==> src/rtl/ht_dl_pkg.sv <==
// Shared types for the ioctl download router: FSM states, FIFO entry layout
// and error-bit positions.
package ht_dl_pkg;

  localparam int DL_ADDR_MAX_W = 32;
  localparam int ERR_LIMIT     = 0;
  localparam int ERR_PROTO     = 1;

  typedef enum logic [1:0] {
    IDLE,
    ACTIVE,
    DRAIN,
    DONE
  } dl_state_t;

  typedef struct packed {
    logic [DL_ADDR_MAX_W-1:0] addr;
    logic [7:0]               data;
  } dl_entry_t;

endpackage

==> src/rtl/ioctl_dl_router_fifo.sv <==
// Small show-ahead FIFO of download entries; the head entry is visible on
// rd_entry whenever the FIFO is not empty.
module ioctl_fifo
  import ht_dl_pkg::*;
#(
  parameter int DEPTH = 4
) (
  input  logic                       clk_sys,
  input  logic                       reset,
  input  logic                       push,
  input  dl_entry_t                  wr_entry,
  input  logic                       pop,
  output dl_entry_t                  rd_entry,
  output logic                       full,
  output logic                       empty,
  output logic [$clog2(DEPTH):0]     count
);

  localparam int AW = $clog2(DEPTH);
  localparam int CW = AW + 1;

  dl_entry_t         mem [DEPTH];
  logic [AW-1:0]     wr_ptr;
  logic [AW-1:0]     rd_ptr;
  logic              do_push;
  logic              do_pop;

  assign full     = (count == CW'(DEPTH));
  assign empty    = (count == '0);
  assign do_push  = push && !full;
  assign do_pop   = pop && !empty;
  assign rd_entry = mem[rd_ptr];

  always_ff @(posedge clk_sys) begin
    if (do_push) mem[wr_ptr] <= wr_entry;
  end

  // Pointers wrap naturally because DEPTH is a power of two.
  always_ff @(posedge clk_sys or posedge reset) begin
    if (reset) begin
      wr_ptr <= '0;
      rd_ptr <= '0;
      count  <= '0;
    end else begin
      if (do_push) wr_ptr <= wr_ptr + 1'b1;
      if (do_pop)  rd_ptr <= rd_ptr + 1'b1;
      count <= count + CW'(do_push) - CW'(do_pop);
    end
  end

endmodule

==> src/rtl/ioctl_dl_router.sv <==
// Routes hps_io ioctl download bytes to per-index regions of core memory,
// with FIFO buffering, back-pressure, boot reset hold and error reporting.
module ioctl_dl_router
  import ht_dl_pkg::*;
#(
  parameter int                          IN_AW      = 14,
  parameter int                          OUT_AW     = 25,
  parameter int                          N_IDX      = 4,
  parameter logic [N_IDX*OUT_AW-1:0]     IDX_BASE   = {{(N_IDX-1){OUT_AW'('h10000)}}, {OUT_AW{1'b0}}},
  parameter logic [N_IDX*(IN_AW+1)-1:0]  IDX_LIMIT  = {N_IDX{1'b1, {IN_AW{1'b0}}}},
  parameter logic [N_IDX-1:0]            RESET_MASK = N_IDX'(1),
  parameter int                          FIFO_DEPTH = 4
) (
  input  logic              clk_sys,
  input  logic              reset,
  input  logic              dl_active,
  input  logic              dl_wr,
  input  logic [IN_AW-1:0]  dl_addr,
  input  logic [7:0]        dl_data,
  input  logic [7:0]        dl_idx,
  output logic              dl_wait,
  output logic              mem_wr,
  output logic [OUT_AW-1:0] mem_addr,
  output logic [7:0]        mem_data,
  input  logic              mem_ack,
  output logic              hold_reset,
  output logic              done,
  output logic [1:0]        err,
  output logic [IN_AW:0]    byte_count
);

  localparam int IDX_W = (N_IDX > 1) ? $clog2(N_IDX) : 1;
  localparam int CW    = $clog2(FIFO_DEPTH) + 1;
  localparam int BW    = IN_AW + 1;

  dl_state_t         state;
  logic              act_q;
  logic [IDX_W-1:0]  idx_q;
  logic              idx_ok_q;
  logic              idx_ok_in;

  logic              fifo_full;
  logic              fifo_empty;
  logic [CW-1:0]     fifo_count;
  dl_entry_t         push_entry;
  dl_entry_t         head;

  logic [OUT_AW-1:0] base_sel;
  logic [BW-1:0]     limit_sel;
  logic              in_limit;
  logic              wr_req;
  logic              push;
  logic              pop;
  logic              unused_addr_hi;

  always_comb begin
    idx_ok_in       = ({24'd0, dl_idx} < 32'(N_IDX));
    base_sel        = IDX_BASE[idx_q*OUT_AW +: OUT_AW];
    limit_sel       = IDX_LIMIT[idx_q*BW +: BW];
    in_limit        = ({1'b0, dl_addr} < limit_sel);
    wr_req          = (state == ACTIVE) && dl_wr && idx_ok_q;
    push            = wr_req && in_limit && !fifo_full;
    pop             = !fifo_empty && (!mem_wr || mem_ack);
    push_entry.addr = DL_ADDR_MAX_W'(base_sel + OUT_AW'(dl_addr));
    push_entry.data = dl_data;
  end

  assign dl_wait        = (fifo_count >= CW'(FIFO_DEPTH - 1)) || (state == DRAIN);
  assign unused_addr_hi = ^head.addr[DL_ADDR_MAX_W-1:OUT_AW];

  ioctl_fifo #(.DEPTH(FIFO_DEPTH)) u_fifo (
    .clk_sys  (clk_sys),
    .reset    (reset),
    .push     (push),
    .wr_entry (push_entry),
    .pop      (pop),
    .rd_entry (head),
    .full     (fifo_full),
    .empty    (fifo_empty),
    .count    (fifo_count)
  );

  always_ff @(posedge clk_sys or posedge reset) begin
    if (reset) begin
      state      <= IDLE;
      act_q      <= 1'b0;
      idx_q      <= '0;
      idx_ok_q   <= 1'b0;
      err        <= '0;
      byte_count <= '0;
      hold_reset <= 1'b0;
      done       <= 1'b0;
    end else begin
      act_q <= dl_active;
      done  <= 1'b0;
      case (state)
        IDLE: begin
          if (dl_active && !act_q) begin
            state      <= ACTIVE;
            idx_q      <= dl_idx[IDX_W-1:0];
            idx_ok_q   <= idx_ok_in;
            err        <= {!idx_ok_in, 1'b0};
            byte_count <= '0;
            hold_reset <= idx_ok_in && RESET_MASK[dl_idx[IDX_W-1:0]];
          end
        end
        ACTIVE: begin
          if (wr_req) begin
            if (!in_limit)               err[ERR_LIMIT] <= 1'b1;
            else if (fifo_full)          err[ERR_PROTO] <= 1'b1;
            else if (byte_count != '1)   byte_count     <= byte_count + 1'b1;
          end
          if (!dl_active) state <= DRAIN;
        end
        DRAIN: begin
          if (fifo_empty && !mem_wr) begin
            state <= DONE;
            done  <= 1'b1;
          end
        end
        DONE: begin
          state      <= IDLE;
          hold_reset <= 1'b0;
        end
        default: state <= IDLE;
      endcase
    end
  end

  // Output stage: a write is held until acked; an ack refills from the FIFO on the same edge.
  always_ff @(posedge clk_sys or posedge reset) begin
    if (reset) begin
      mem_wr   <= 1'b0;
      mem_addr <= '0;
      mem_data <= '0;
    end else if (pop) begin
      mem_wr   <= 1'b1;
      mem_addr <= head.addr[OUT_AW-1:0];
      mem_data <= head.data;
    end else if (mem_ack) begin
      mem_wr   <= 1'b0;
    end
  end

endmodule

==> config.mk <==
export PLATFORM = sky130hd
export DESIGN_NAME = ioctl_dl_router
export DESIGN_NICKNAME = d
export VERILOG_FILES = /design/src/rtl/ht_dl_pkg.sv /design/src/rtl/ioctl_dl_router_fifo.sv /design/src/rtl/ioctl_dl_router.sv
export SDC_FILE = /design/constraint.sdc
export NUM_CORES = 1
export LEC_CHECK = 0
export ABC_CLOCK_PERIOD_IN_PS = 5300
export BUFFER_PORTS_ARGS = -buffer_cell sky130_fd_sc_hd__buf_4
export CAP_MARGIN = 30
export CORE_UTILIZATION = 40
export CTS_CLUSTER_DIAMETER = 120
export CTS_CLUSTER_SIZE = 12
export DETAILED_ROUTE_END_ITERATION = 12
export PLACE_DENSITY = 0.56
export SLEW_MARGIN = 20
export SYNTH_ARGS = -nofsm -noshare
export SYNTH_HDL_FRONTEND = slang
export SYNTH_SLANG_ARGS = --single-unit
==> constraint.sdc <==
create_clock -name clk_sys -period 5.3 [get_ports clk_sys]
set_clock_uncertainty 0.05 [all_clocks]
set_input_delay 0.53 -clock clk_sys [delete_from_list [all_inputs] [get_ports clk_sys]]
set_output_delay 0.53 -clock clk_sys [all_outputs]
set_load 0.005 [all_outputs]
Yosys cells after proc, flatten, opt, wreduce, memory -nomap -nowiden
Memories as Yosys holds them, arrays and structs flattened. A register that Yosys moved wholly into a read port is not among the register bits.
Index checks and enable logic that the tools add are counted.
Operators by class
  add/sub/neg operators: 6
  $mul: 2
  magnitude comparators: 4
  equal/unequal tests: 14
  shifts and indexed selects: 2
  muxes and demuxes: 26
  reduce and logical (&&, ||, !) cells: 28
Operator list (number)
  100-bit by 8-bit indexed part select with 25-bit output (first input constant): 1
  15-bit 2-to-1 mux: 5
  60-bit by 7-bit indexed part select with 15-bit output (first input constant): 1
  15-bit one-hot mux with 2 select lines: 1
  25-bit by 14-bit adder with 26-bit output: 1
  15-bit by 1-bit adder with 15-bit output (second input constant): 1
  14-bit by 15-bit less-than comparator with 1-bit output: 1
  15-bit inequality test (second input constant): 1
  2-bit inequality test (second input constant): 6
  1-bit 2-to-1 mux: 11
  1-bit logical AND: 10
  2-bit 2-to-1 mux: 5
  8-bit by 3-bit less-than comparator with 1-bit output (second input constant): 1
  2-bit one-hot mux with 4 select lines: 1
  2-bit by 5-bit multiplier with 7-bit output (second input constant): 1
  2-bit by 4-bit multiplier with 6-bit output (second input constant): 1
  2-bit by 1-bit inequality test with 1-bit output (second input constant): 3
  6-bit AND reduction: 1
  2-bit nonzero test: 3
  1-bit zero test: 5
  5-bit AND reduction: 1
  2-bit by 1-bit adder with 2-bit output (second input constant): 2
  2-bit == test (second input constant): 2
  2-bit one-hot mux with 2 select lines: 1
  14 further kinds: 16
Storage, ports and cells
  flip-flop bits (word level): 33
  memory bits (writable): 136
  word-level logic and storage cells: 96
  memories kept: 1
Memories
  u_fifo.mem: words 4, bits a word 34, rd ports 1, clocked after Yosys merged registers in 1, write ports 1, line ioctl_dl_router_fifo.sv:22  | dl_entry_t mem [DEPTH];

Depth between registers and ports, before layout
Gate-level depths: netlist of the first run.
  depth after elaboration: 8
  mapped depth: 9

By module
A second synthesis of the first run with hierarchy kept.
Second synthesis, totals
  cell total of the unflattened synthesis: 471
  area, all modules: 8993.6 µm²
By module, submodules not included
  ioctl_fifo: times used 1, cells each 252, area an instance 6301.0 µm², sequential area each 4979.8 µm²
  ioctl_dl_router: times used 1, cells each 219, area an instance 2692.6 µm², sequential area each 1476.4 µm²

Worst setup path after synthesis of the first run
Ideal clock, no wire load.
  path kind: in2reg
  from: input mem_ack
  to: register u_fifo.count[2]
  setup time: 123 ps
  arrival time: 2225 ps
  setup slack: 2902 ps
  stages on the path: 9
  cell sequence: inv_1 > a21oi_1 > buf_2 > ha_1 > inv_1 > ha_1 > inv_1 > fa_1 > xnor2_1
On the way
  cells in the longest elaborated chain, start to end: 4
RTL lines
  start, declared: line ioctl_dl_router.sv:25  | input logic mem_ack,
  1-bit logical OR: line ioctl_dl_router.sv:63  | pop = !fifo_empty && (!mem_wr || mem_ack);
  1-bit logical AND: line ioctl_dl_router.sv:63
  via pop: line ioctl_dl_router.sv:53  | logic pop;
  1-bit logical AND: line ioctl_dl_router_fifo.sv:31  | assign do_pop = pop && !empty;
  3-bit by 1-bit subtractor with 3-bit output: line ioctl_dl_router_fifo.sv:47  | count <= count + CW'(do_push) - CW'(do_pop);
  end signal, assigned: line ioctl_dl_router_fifo.sv:47
  end, declared: line ioctl_dl_router_fifo.sv:16  | output logic [$clog2(DEPTH):0] count
The timed path passes the listed nets, and every way through them passes these cells.
A chain may end at the register's enable or synchronous reset.

Worst setup path after layout of the first run
  from: register state[1]
  to: memory u_fifo.mem[2][20] in the netlist's numbering (enable)
On the way
  cells in the longest elaborated chain, start to end: 8
RTL lines
  start, declared: line ioctl_dl_router.sv:36  | dl_state_t state;
  start signal, assigned: line ioctl_dl_router.sv:85  | state <= IDLE;
  start signal, assigned: line ioctl_dl_router.sv:99  | state <= ACTIVE;
  start signal, assigned: line ioctl_dl_router.sv:113  | if (!dl_active) state <= DRAIN;
  2-bit by 1-bit == test with 1-bit output: line ioctl_dl_router.sv:61  | wr_req = (state == ACTIVE) && dl_wr && idx_ok_q;
  1-bit logical AND (2 in series): line ioctl_dl_router.sv:61
  1-bit logical AND (2 in series): line ioctl_dl_router.sv:62  | push = wr_req && in_limit && !fifo_full;
  1-bit logical AND: line ioctl_dl_router_fifo.sv:30  | assign do_push = push && !full;
  via u_fifo.do_push: line ioctl_dl_router_fifo.sv:25  | logic do_push;
  1-bit 2-to-1 mux: line ioctl_dl_router_fifo.sv:35  | if (do_push) mem[wr_ptr] <= wr_entry;
  1-bit 2-to-1 mux (not written as such): line ioctl_dl_router_fifo.sv:35
  end, declared: line ioctl_dl_router_fifo.sv:22
The timed path passes the listed nets, and every way through them passes these cells.

==> flow_metrics.env, run 1 <==
export IMPL_r2r_end="u_fifo.mem[2][20]"
export IMPL_dieHeight_um=127
export IMPL_diodes=0
export IMPL_area_growth_syn_to_layout_pct=21.4
export IMPL_yosysUniqueCellTypes=55
export IMPL_worst_path_buf_inv=1
export IMPL_fmax_mhz=322
export IMPL_power_combinational_fraction_pct=26.4
export IMPL_syn_area_sq_mm=0.00622
export IMPL_dp_final_hpwl_um=7520
export IMPL_postRouteAntennaNets=0
export IMPL_portBuffers=78
export IMPL_async_flop_share_pct=37.8
export IMPL_p_clk_share_pct=29.8
export IMPL_final_hold_viol_count=0
export IMPL_p_sw_share_pct=29.7
export IMPL_ys_seq_area_share_pct=66.9
export IMPL_maxSlewHeadroom_pct=43.1
export IMPL_grt_usage_pct=16.3
export IMPL_grt_overflow=0
export IMPL_synth_mux_area_share_pct=13.2
export IMPL_setup_viol_count_final=0
export IMPL_p_leak_nw=2.88
export IMPL_final_util_pct=49.7
export IMPL_cts_clk_slew_worst_paths_ns=0.06
export IMPL_cts_hold_buf=0
export IMPL_routed_wl_um=12100
export IMPL_drtIter0Drc=168
export IMPL_clk_latency_ns=0.42
export IMPL_yosys_cell_count_top_type="edfxtp_1"
export IMPL_crit_type="reg2reg"
export IMPL_fillers=1286
export IMPL_fp_coreArea_sq_mm=0.0152
export IMPL_min_path_type="in2reg"
export IMPL_path_max_fanout=23
export IMPL_path_delay_family="simple AND/OR/NAND/NOR gates"
export IMPL_p_int_mw=2.64
export IMPL_hold_ws_ns=0.202
export IMPL_critPathArrivalTime_ns=3.11
export IMPL_cts_sinks=148
export IMPL_ios=89
export IMPL_cp_slowest_cell="and2_2"
export IMPL_synth_common_cells="edfxtp_1 (92), dfrtp_1 (56), mux2_2 (26)"
export IMPL_cts_setup_buffers=0
export IMPL_wl_per_cell_um=17.9
export IMPL_synth_top_area_cell="edfxtp_1"
export IMPL_cts_max_level=4
export IMPL_r2r_slack_ns=2.19
export IMPL_die_w_um=127
export IMPL_grt_max_degree=57
export IMPL_synth_fa_ha_area_share_pct=2.94
export IMPL_min_delay_start="dl_active"
export IMPL_synth_top_area_share_pct=44.4
export IMPL_hold_path_end="act_q"
export IMPL_crit_path_max_incr_delay_ns=0.67
export IMPL_firstDrtPassIters=4
export IMPL_syn_avg_cell_area_sq_um=16.0
export IMPL_ys_flop_type="edfxtp_1"
export IMPL_cts_root_buf="clkbuf_16"
export IMPL_synth_xor_area_share_pct=0.563
export IMPL_p_seq_share_pct=43.9
export IMPL_peakVddDrop_v=0.000221
export IMPL_cap_violations=0
export IMPL_status="complete, no violations"
export IMPL_vias=3591
export IMPL_setup_tns_ns=0
export IMPL_nets=520
export IMPL_post_drt_via_cell_ratio=5.34
export IMPL_required_ns=5.30
export IMPL_start_kind="flop"
export IMPL_synth_edf_count=92
export IMPL_drc=0
export IMPL_cp_end_kind="flop"
export IMPL_synth_compound_gate_area_share_pct=5.49
export IMPL_routabilityCongestion=0.787
export IMPL_antenna_found_initial=0
export IMPL_worstMarginPinSlew_ns=0.853
export IMPL_synth_warnings=0
export IMPL_rr_worst_depth=5
export IMPL_p_per_area_mw_per_mm2=498
export IMPL_cts_repair_resized=0
export IMPL_ys_top_cells_by_area="edfxtp_1 (44%), dfrtp_1 (23%), mux4_2 (8.3%)"
export IMPL_grt_pass1_vias=3629
export IMPL_min_path_cells=1
export IMPL_dpl_cell_area_sq_mm=0.00697
export IMPL_power_switching_mw=1.12
export IMPL_ys_seq_elements=148
export IMPL_cts_made_buffers=17
export IMPL_crit_chain="inv_1 -> ha_1 -> nand3_1 -> nor2_1 -> and2_2"
export IMPL_grt_pass1_wl_um=19600
export IMPL_min_period_ns=3.11
export IMPL_rsz0062_at_grt="no"
export IMPL_initial_utilization_pct=40.9
export IMPL_dieArea_sq_mm=0.0161
export IMPL_cts_buffer_depth=2
export IMPL_yosys_area_share_simple_pct=7.70
export IMPL_cts_tree="built"
export IMPL_fin_area_sq_mm=0.00755
export IMPL_maxSlewViolCount=0
export IMPL_row_count=45
export IMPL_drive_gt1_share_pct=36.2
export IMPL_r2r_start="state[1]"
export IMPL_netlist_instances=388
export IMPL_synth_top_family_by_area="multiplexers"
export IMPL_fin_crit_sh_pct=58.7
[final cells by class]
class                   instances  area [sq um]  area share, %
clock inverters                11           105           1.39
well taps                     188           235           3.12
repair buffers                 81           628           8.32
flip-flops and latches        148          4170           55.2
inverters                      14          52.6          0.696
clock buffers                  21           450           5.97
multi-input cells             209          1910           25.3
[power groups by stage]
stage / registers, mW / clock network (mW) / logic, mW
floorplan: 1.56 / 0 / 0.697
global placement: 1.67 / 0 / 0.974
detailed placement: 1.68 / 0 / 0.984
CTS: 1.66 / 1.14 / 0.988
global route: 1.69 / 1.19 / 1.09
finish: 1.65 / 1.12 / 0.991
[logic make-up after synthesis]
| family | count (synthesis) |
|---|---|
| other cells | 1 |
| fa+ha+maj | 14 |
| flops | 148 |
| simple gates | 86 |
| mux | 50 |
| xor+xnor | 4 |
| buf+inv | 40 |
| compound gates | 45 |
[stage by stage]
stage | instances | total power, mW | worst slack [ns]
global route | 672 | 3.97 | 1.92
floorplan | 397 | 2.25 | 2.90
detailed placement | 639 | 2.66 | 2.18
finish | 672 | 3.76 | 2.19
CTS | 671 | 3.79 | 2.16
global placement | 639 | 2.65 | 1.89
[layer usage]
layer  vias up  GRT usage [%]  share of wire, %
li1       1660              -                 -
met1      1803           22.5                48
met2       112           24.6                46
met3        16           4.34               5.3
met4         0           6.86               1.3
met5         -              0                 0
[cells in the final DEF (no fill, tap or decap), types with 8 or more instances in the layout]
cell / instances
clkbuf_16: 17
nor2_1: 10
mux4_2: 23
nand3_1: 9
ha_1: 13
edfxtp_1: 92
dfrtp_1: 54
buf_4: 80
nor3_1: 8
nand2_1: 23
mux2_2: 26
conb_1: 10
inv_1: 13
[how the worst max path moves through the flow]
stage	startpoint	endpoint	slack, ns	depth (start not counted)
2_1_floorplan	mem_ack	u_fifo.count[2]	2.90	9
3_3_place_gp	state[1]	u_fifo.mem[2][11]	1.89	5
3_5_place_dp	state[1]	u_fifo.mem[2][0]	2.18	5
4_1_cts	state[1]	u_fifo.mem[2][11]	2.16	5
5_1_grt	state[1]	u_fifo.mem[2][20]	1.92	5
6_report	state[1]	u_fifo.mem[2][20]	2.19	5
[flip-flops by register name, summed over array words and instances, names as in the netlist]
signal / flops
idx_ok_q: 1
mem_wr: 1
mem_addr: 15
u_fifo.wr_ptr: 2
u_fifo.count: 3
u_fifo.mem: 92
mem_data: 8
state: 2
done: 1
byte_count: 15
hold_reset: 1
act_q: 1
err: 2
idx_q: 2
u_fifo.rd_ptr: 2
(Power assumes the default switching activity.)
==> run 2, diff against run 1 <==
--- a/config.mk
+++ b/config.mk
@@ -5,14 +5,14 @@
 export SDC_FILE = /design/constraint.sdc
 export NUM_CORES = 1
 export LEC_CHECK = 0
-export ABC_CLOCK_PERIOD_IN_PS = 5300
+export ABC_CLOCK_PERIOD_IN_PS = 2610
 export BUFFER_PORTS_ARGS = -buffer_cell sky130_fd_sc_hd__buf_4
 export CAP_MARGIN = 30
 export CORE_UTILIZATION = 40
 export CTS_CLUSTER_DIAMETER = 120
 export CTS_CLUSTER_SIZE = 12
 export DETAILED_ROUTE_END_ITERATION = 12
-export PLACE_DENSITY = 0.56
+export PLACE_DENSITY = 0.58
 export SLEW_MARGIN = 20
 export SYNTH_ARGS = -nofsm -noshare
 export SYNTH_HDL_FRONTEND = slang
==> constraint.sdc (replaced) <==
create_clock -name clk_sys -period 2.61 [get_ports clk_sys]
set_clock_uncertainty 0.05 [all_clocks]
set_input_delay 0.261 -clock clk_sys [delete_from_list [all_inputs] [get_ports clk_sys]]
set_output_delay 0.261 -clock clk_sys [all_outputs]
set_load 0.005 [all_outputs]
==> flow_metrics.env, run 2 (same netlist as run 1, synthesis figures left out) <==
export IMPL_largest_reg_flops=92
export IMPL_fin_area_sq_mm=0.00795
export IMPL_final_common_cell="buf_4"
export IMPL_wl_per_cell_um=17.9
export IMPL_worstMarginPinSlew_ns=0.688
export IMPL_path_max_fanout=7
export IMPL_cts_clk_slew_worst_paths_ns=0.06
export IMPL_crit_type="reg2reg"
export IMPL_rsz0062_at_grt="no"
export IMPL_cts_buffer_depth=2
export IMPL_ios=89
export IMPL_fp_coreArea_sq_mm=0.0152
export IMPL_vias=3768
export IMPL_drive_gt1_share_pct=35.1
export IMPL_cts_made_buffers=17
export IMPL_drtIter0Drc=255
export IMPL_grt_pass1_wl_um=20800
export IMPL_maxSlewViolCount=0
export IMPL_drc=0
export IMPL_area_growth_syn_to_layout_pct=27.7
export IMPL_fin_crit_sh_pct=86.9
export IMPL_dieHeight_um=127
export IMPL_cap_violations=0
export IMPL_final_hold_viol_count=0
export IMPL_status="complete, no violations"
export IMPL_post_drt_via_cell_ratio=5.29
export IMPL_cp_end_kind="flop"
export IMPL_p_per_area_mw_per_mm2=996
export IMPL_reg_top3="u_fifo.mem: 92 flops, byte_count: 15 flops, mem_addr: 15 flops"
export IMPL_initial_utilization_pct=40.9
export IMPL_min_period_ns=2.27
export IMPL_dpl_cell_area_sq_mm=0.00711
export IMPL_cts_tree="built"
export IMPL_grt_max_degree=36
export IMPL_grt_pass1_vias=3859
export IMPL_regMostFlops="u_fifo.mem"
export IMPL_min_path_type="in2reg"
export IMPL_p_leak_nw=3.09
export IMPL_cts_sinks=148
export IMPL_clk_latency_ns=0.42
export IMPL_required_ns=2.85
export IMPL_final_cell_mix="buf_4 (94), edfxtp_1 (92), dfrtp_1 (55), mux2_2 (26), dlygate4sd3_1 (25)"
export IMPL_critPathArrivalTime_ns=2.51
export IMPL_diodes=0
export IMPL_routed_wl_um=12800
export IMPL_maxSlewHeadroom_pct=54.2
export IMPL_cts_setup_buffers=0
export IMPL_cts_max_level=4
export IMPL_routabilityCongestion=0.868
export IMPL_setup_viol_count_final=0
export IMPL_die_w_um=127
export IMPL_firstDrtPassIters=5
export IMPL_postRouteAntennaNets=0
export IMPL_nets=560
export IMPL_antenna_found_initial=0
export IMPL_start_kind="flop"
export IMPL_row_count=45
export IMPL_dp_final_hpwl_um=8160
export IMPL_peakVddDrop_v=0.000516
export IMPL_fmax_mhz=441
export IMPL_setup_tns_ns=0
export IMPL_grt_overflow=0
export IMPL_portBuffers=78
export IMPL_dieArea_sq_mm=0.0161
export IMPL_grt_usage_pct=17.2
export IMPL_cts_root_buf="clkbuf_16"
run 2: cell count changes in the layout (fill, tap and decap cells not counted), sizes merged:
cell / previous run / this run
buf: 81 / 96
bufinv: 1 / 3
clkinv: 5 / 4
clkinvlp: 4 / 1
dlygate4sd3: 0 / 25
inv: 15 / 17
run 2: final timing paths:
kind                               start             to  slack [ns]  cells past startpoint
max in group asynchronous          reset  byte_count[2]        1.50                      4
setup reg to reg           byte_count[0]  byte_count[5]        0.34                      5
setup / recovery           byte_count[0]  byte_count[5]        0.34                      5
hold reg to reg                 idx_q[1]       idx_q[1]        0.46                      1
hold / removal                 dl_idx[0]       idx_q[0]        0.06                      2
min in group asynchronous          reset    mem_addr[1]        0.41                      3
run 2: metal layers:
| layer | GRT usage [%] | part of all wire (%) | vias up |
|---|---|---|---|
| met5 | 0 | 0 | - |
| met4 | 6.58 | 0.97 | 0 |
| met3 | 4.93 | 5.1 | 16 |
| met2 | 26.9 | 49 | 122 |
| met1 | 22.8 | 45 | 1891 |
| li1 | - | - | 1739 |
run 2: what timing repair did:
action,CTS,global route
hold buffers,25,0
endpoints found under the hold margin,111,0
gates resized for setup,0,0
run 2: cell type report:
cell class / instances / area (sq um)
sequential: 148 / 4170
inverter: 14 / 52.6
fill: 1250 / 7250
multi-input combinational: 209 / 1910
tap: 188 / 235
clock buffer: 21 / 440
clock inverter: 11 / 151
timing repair buffer: 121 / 996
run 2: critical path, cell delays in order, from the launching register on:
cell and delay [ns]:
dfrtp_1 0.43, ha_1 0.31, nand4_4 0.17, or4_1 0.70, nand4_1 0.13, or3b_1 0.35
run 2: metrics by stage:
step	std cells	hold WS (ns)	utilization [%]	total power, mW	setup slack, ns
4_1_cts	712	0.0466	52.3	8.02	0.353
3_3_place_gp	655	0.318	46.7	5.45	0.467
5_1_grt	712	0.0549	52.3	8.35	0.182
3_5_place_dp	655	0.323	46.7	5.52	0.385
2_1_floorplan	397	0.242	-	4.58	0.250
6_report	712	0.0648	52.3	7.92	0.341
run 2: power by group:
group | total, mW | leakage (nW) | switching [mW] | internal, mW
Sequential | 3.24 | 1.50 | 0.383 | 2.86
Combinational | 2.23 | 1.31 | 0.982 | 1.25
Clock | 2.45 | 0.286 | 0.938 | 1.51
==> run 3, diff against run 2 <==
--- a/config.mk
+++ b/config.mk
@@ -5,6 +5,7 @@
 export SDC_FILE = /design/constraint.sdc
 export NUM_CORES = 1
 export LEC_CHECK = 0
+export ABC_AREA = 1
 export ABC_CLOCK_PERIOD_IN_PS = 2610
 export BUFFER_PORTS_ARGS = -buffer_cell sky130_fd_sc_hd__buf_4
 export CAP_MARGIN = 30
==> flow_metrics.env, run 3 <==
export IMPL_timing_final_ws_setup_ns=0.194
export IMPL_grt_usage_pct=17.4
export IMPL_ys_top_cells_by_area="edfxtp_1 (43%), dfrtp_1 (22%), nor2_1 (8.7%)"
export IMPL_p_seq_share_pct=38.2
export IMPL_crit_chain="inv_1 -> ha_1 -> inv_6 -> nor3_2 -> inv_1 -> or2_1 -> clkinv_4 -> ha_1 -> inv_1 -> fa_1 -> xnor2_1"
export IMPL_post_drt_via_cell_ratio=4.72
export IMPL_r2r_start="state[1]"
export IMPL_syn_area_sq_mm=0.00646
export IMPL_cap_violations=0
export IMPL_final_util_pct=51.2
export IMPL_crit_start="state[1]"
export IMPL_firstDrtPassIters=4
export IMPL_cts_max_level=4
export IMPL_grt_max_degree=48
export IMPL_dieHeight_um=129
export IMPL_vias=4388
export IMPL_path_max_fanout=9
export IMPL_cts_made_buffers=17
export IMPL_grt_overflow=0
export IMPL_postRouteAntennaNets=0
export IMPL_maxSlewViolCount=0
export IMPL_final_cell_mix="nor2_1 (145), edfxtp_1 (92), buf_4 (86), o21ai_0 (58)"
export IMPL_min_period_ns=2.42
export IMPL_dp_final_hpwl_um=8180
export IMPL_portBuffers=78
export IMPL_synth_common_cells="nor2_1 (149), edfxtp_1 (92), o21ai_0 (58)"
export IMPL_routed_wl_um=13000
export IMPL_power_combinational_fraction_pct=29.4
export IMPL_r2r_slack_ns=0.19
export IMPL_p_total_mw=7.86
export IMPL_diodes=0
export IMPL_synth_warnings=0
export IMPL_crit_path_max_incr_delay_ns=0.41
export IMPL_synth_top_area_share_pct=42.8
export IMPL_cts_sinks=148
export IMPL_setup_tns_ns=0
export IMPL_cp_slowest_cell="dfrtp_1"
export IMPL_fin_crit_sh_pct=92.6
export IMPL_routabilityCongestion=0.821
export IMPL_clk_latency_ns=0.41
export IMPL_drtIter0Drc=226
export IMPL_p_sw_share_pct=32.3
export IMPL_die_w_um=129
export IMPL_cts_root_buf="clkbuf_16"
export IMPL_p_per_area_mw_per_mm2=970
export IMPL_initial_utilization_pct=40.8
export IMPL_final_hold_viol_count=0
export IMPL_largest_reg_flops=92
export IMPL_regMostFlops="u_fifo.mem"
export IMPL_grt_pass1_wl_um=21700
export IMPL_p_clk_share_pct=32.4
export IMPL_ys_seq_area_share_pct=64.5
export IMPL_drive_gt1_share_pct=23.0
export IMPL_peakVddDrop_v=0.000520
export IMPL_cts_tree="built"
export IMPL_rsz0062_at_grt="no"
export IMPL_ys_seq_elements=148
export IMPL_yosysUniqueCellTypes=43
export IMPL_async_flop_share_pct=37.8
export IMPL_yosys_cell_count_top_type="nor2_1"
export IMPL_final_common_cell="nor2_1"
export IMPL_dieArea_sq_mm=0.0167
export IMPL_synth_edf_count=92
export IMPL_fmax_mhz=414
export IMPL_setup_viol_count_final=0
export IMPL_p_leak_nw=3.21
export IMPL_hold_ws_ns=0.0522
export IMPL_wl_per_cell_um=14.0
export IMPL_ios=89
export IMPL_worst_path_buf_inv=5
export IMPL_maxSlewHeadroom_pct=44.2
export IMPL_critPathArrivalTime_ns=2.67
export IMPL_crit_end="u_fifo.count[2]"
export IMPL_antenna_found_initial=0
export IMPL_path_depth=11
export IMPL_min_path_type="in2reg"
export IMPL_netlist_instances=595
export IMPL_drc=0
export IMPL_start_kind="flop"
export IMPL_grt_pass1_vias=4373
export IMPL_ys_flop_type="edfxtp_1"
export IMPL_row_count=46
export IMPL_reg_top3="u_fifo.mem: 92 flops, byte_count: 15 flops, mem_addr: 15 flops"
export IMPL_power_switching_mw=2.54
export IMPL_cts_clk_slew_worst_paths_ns=0.06
export IMPL_cp_end_kind="flop"
export IMPL_nets=749
export IMPL_cts_buffer_depth=2
export IMPL_syn_avg_cell_area_sq_um=10.9
export IMPL_crit_type="reg2reg"
export IMPL_fp_coreArea_sq_mm=0.0158
export IMPL_synth_top_area_cell="edfxtp_1"
export IMPL_cp_common_cell="inv_1"
export IMPL_p_int_mw=5.32
export IMPL_area_growth_syn_to_layout_pct=25.5
export IMPL_rr_worst_depth=11
export IMPL_required_ns=2.86
export IMPL_r2r_end="u_fifo.count[2]"
export IMPL_path_delay_family="adder cells"
export IMPL_status="complete, no violations"
export IMPL_worstMarginPinSlew_ns=0.836
export IMPL_preCtsSetupSlack_ns=0.244
-- run 3: cell types whose count changed after synthesis, sizes merged, moves of 4 or more --
cell    change
inv        +25
buf        +11
o211ai      -5
a31oi      +19
and2        -6
nand2      +40
mux4       -23
nor4        -5
o21ai      +66
mux2       -24
o311ai      -6
nor2      +144
nand3      +10
or3         -4
-- run 3: per-layer routing --
metal	part of all wire, %	wire, um	vias to the layer above	GRT usage [%]
li1	-	-	2197	-
met5	0	0	-	0
met4	1.6	211	0	6.37
met2	50	6470	103	28.5
met3	4.2	550	19	5.04
met1	44	5790	2069	22.1
-- run 3: repair_timing --
action / in CTS / in global routing
resized for setup: 0 / 0
endpoints found under the hold margin: 118 / 0
buffers inserted: 0 / 0
hold buffers: 24 / 0
-- run 3: worst min path at each step --
| stage | startpoint | endpoint | cells after the start | slack (ns) |
|---|---|---|---|---|
| after floorplan | dl_active | act_q | 0 | 0.24 |
| after global placement | dl_active | act_q | 1 | 0.35 |
| after detailed placement | dl_active | act_q | 1 | 0.35 |
| after CTS | dl_idx[1] | idx_q[1] | 2 | 0.03 |
| after global routing | dl_idx[1] | idx_q[1] | 2 | 0.03 |
| final | dl_idx[1] | idx_q[1] | 2 | 0.05 |
-- run 3: power by group through the flow --
stage               clock network (mW)  registers (mW)  logic, mW
floorplan                            0            3.03       1.60
global placement                     0            3.04       2.28
detailed placement                   0            3.05       2.33
CTS                               2.60            3.01       2.37
global route                      2.70            3.04       2.67
finish                            2.55            3.00       2.31
-- run 3: stage by stage --
stage / std cells / cell area (sq um)
global route: 929 / 8100
detailed placement: 873 / 7240
CTS: 929 / 8100
floorplan: 604 / 6490
global placement: 873 / 7240
finish: 929 / 8100
-- run 3: final cells by class --
cell class / instances / area, sq um
inverter: 40 / 160
fill: 1433 / 7720
sequential: 148 / 4160
clock inverter: 12 / 166
multi-input combinational: 381 / 1960
clock buffer: 20 / 457
timing repair buffer: 112 / 926
tap: 216 / 270
-- run 3: cell families after synthesis --
family	share of synthesized area, %
fa+ha+maj	2.83
mux	0.349
compound gates	9.42
other cells	0.0581
buf+inv	5.81
xor+xnor	0.543
flops	64.5
simple gates	16.5
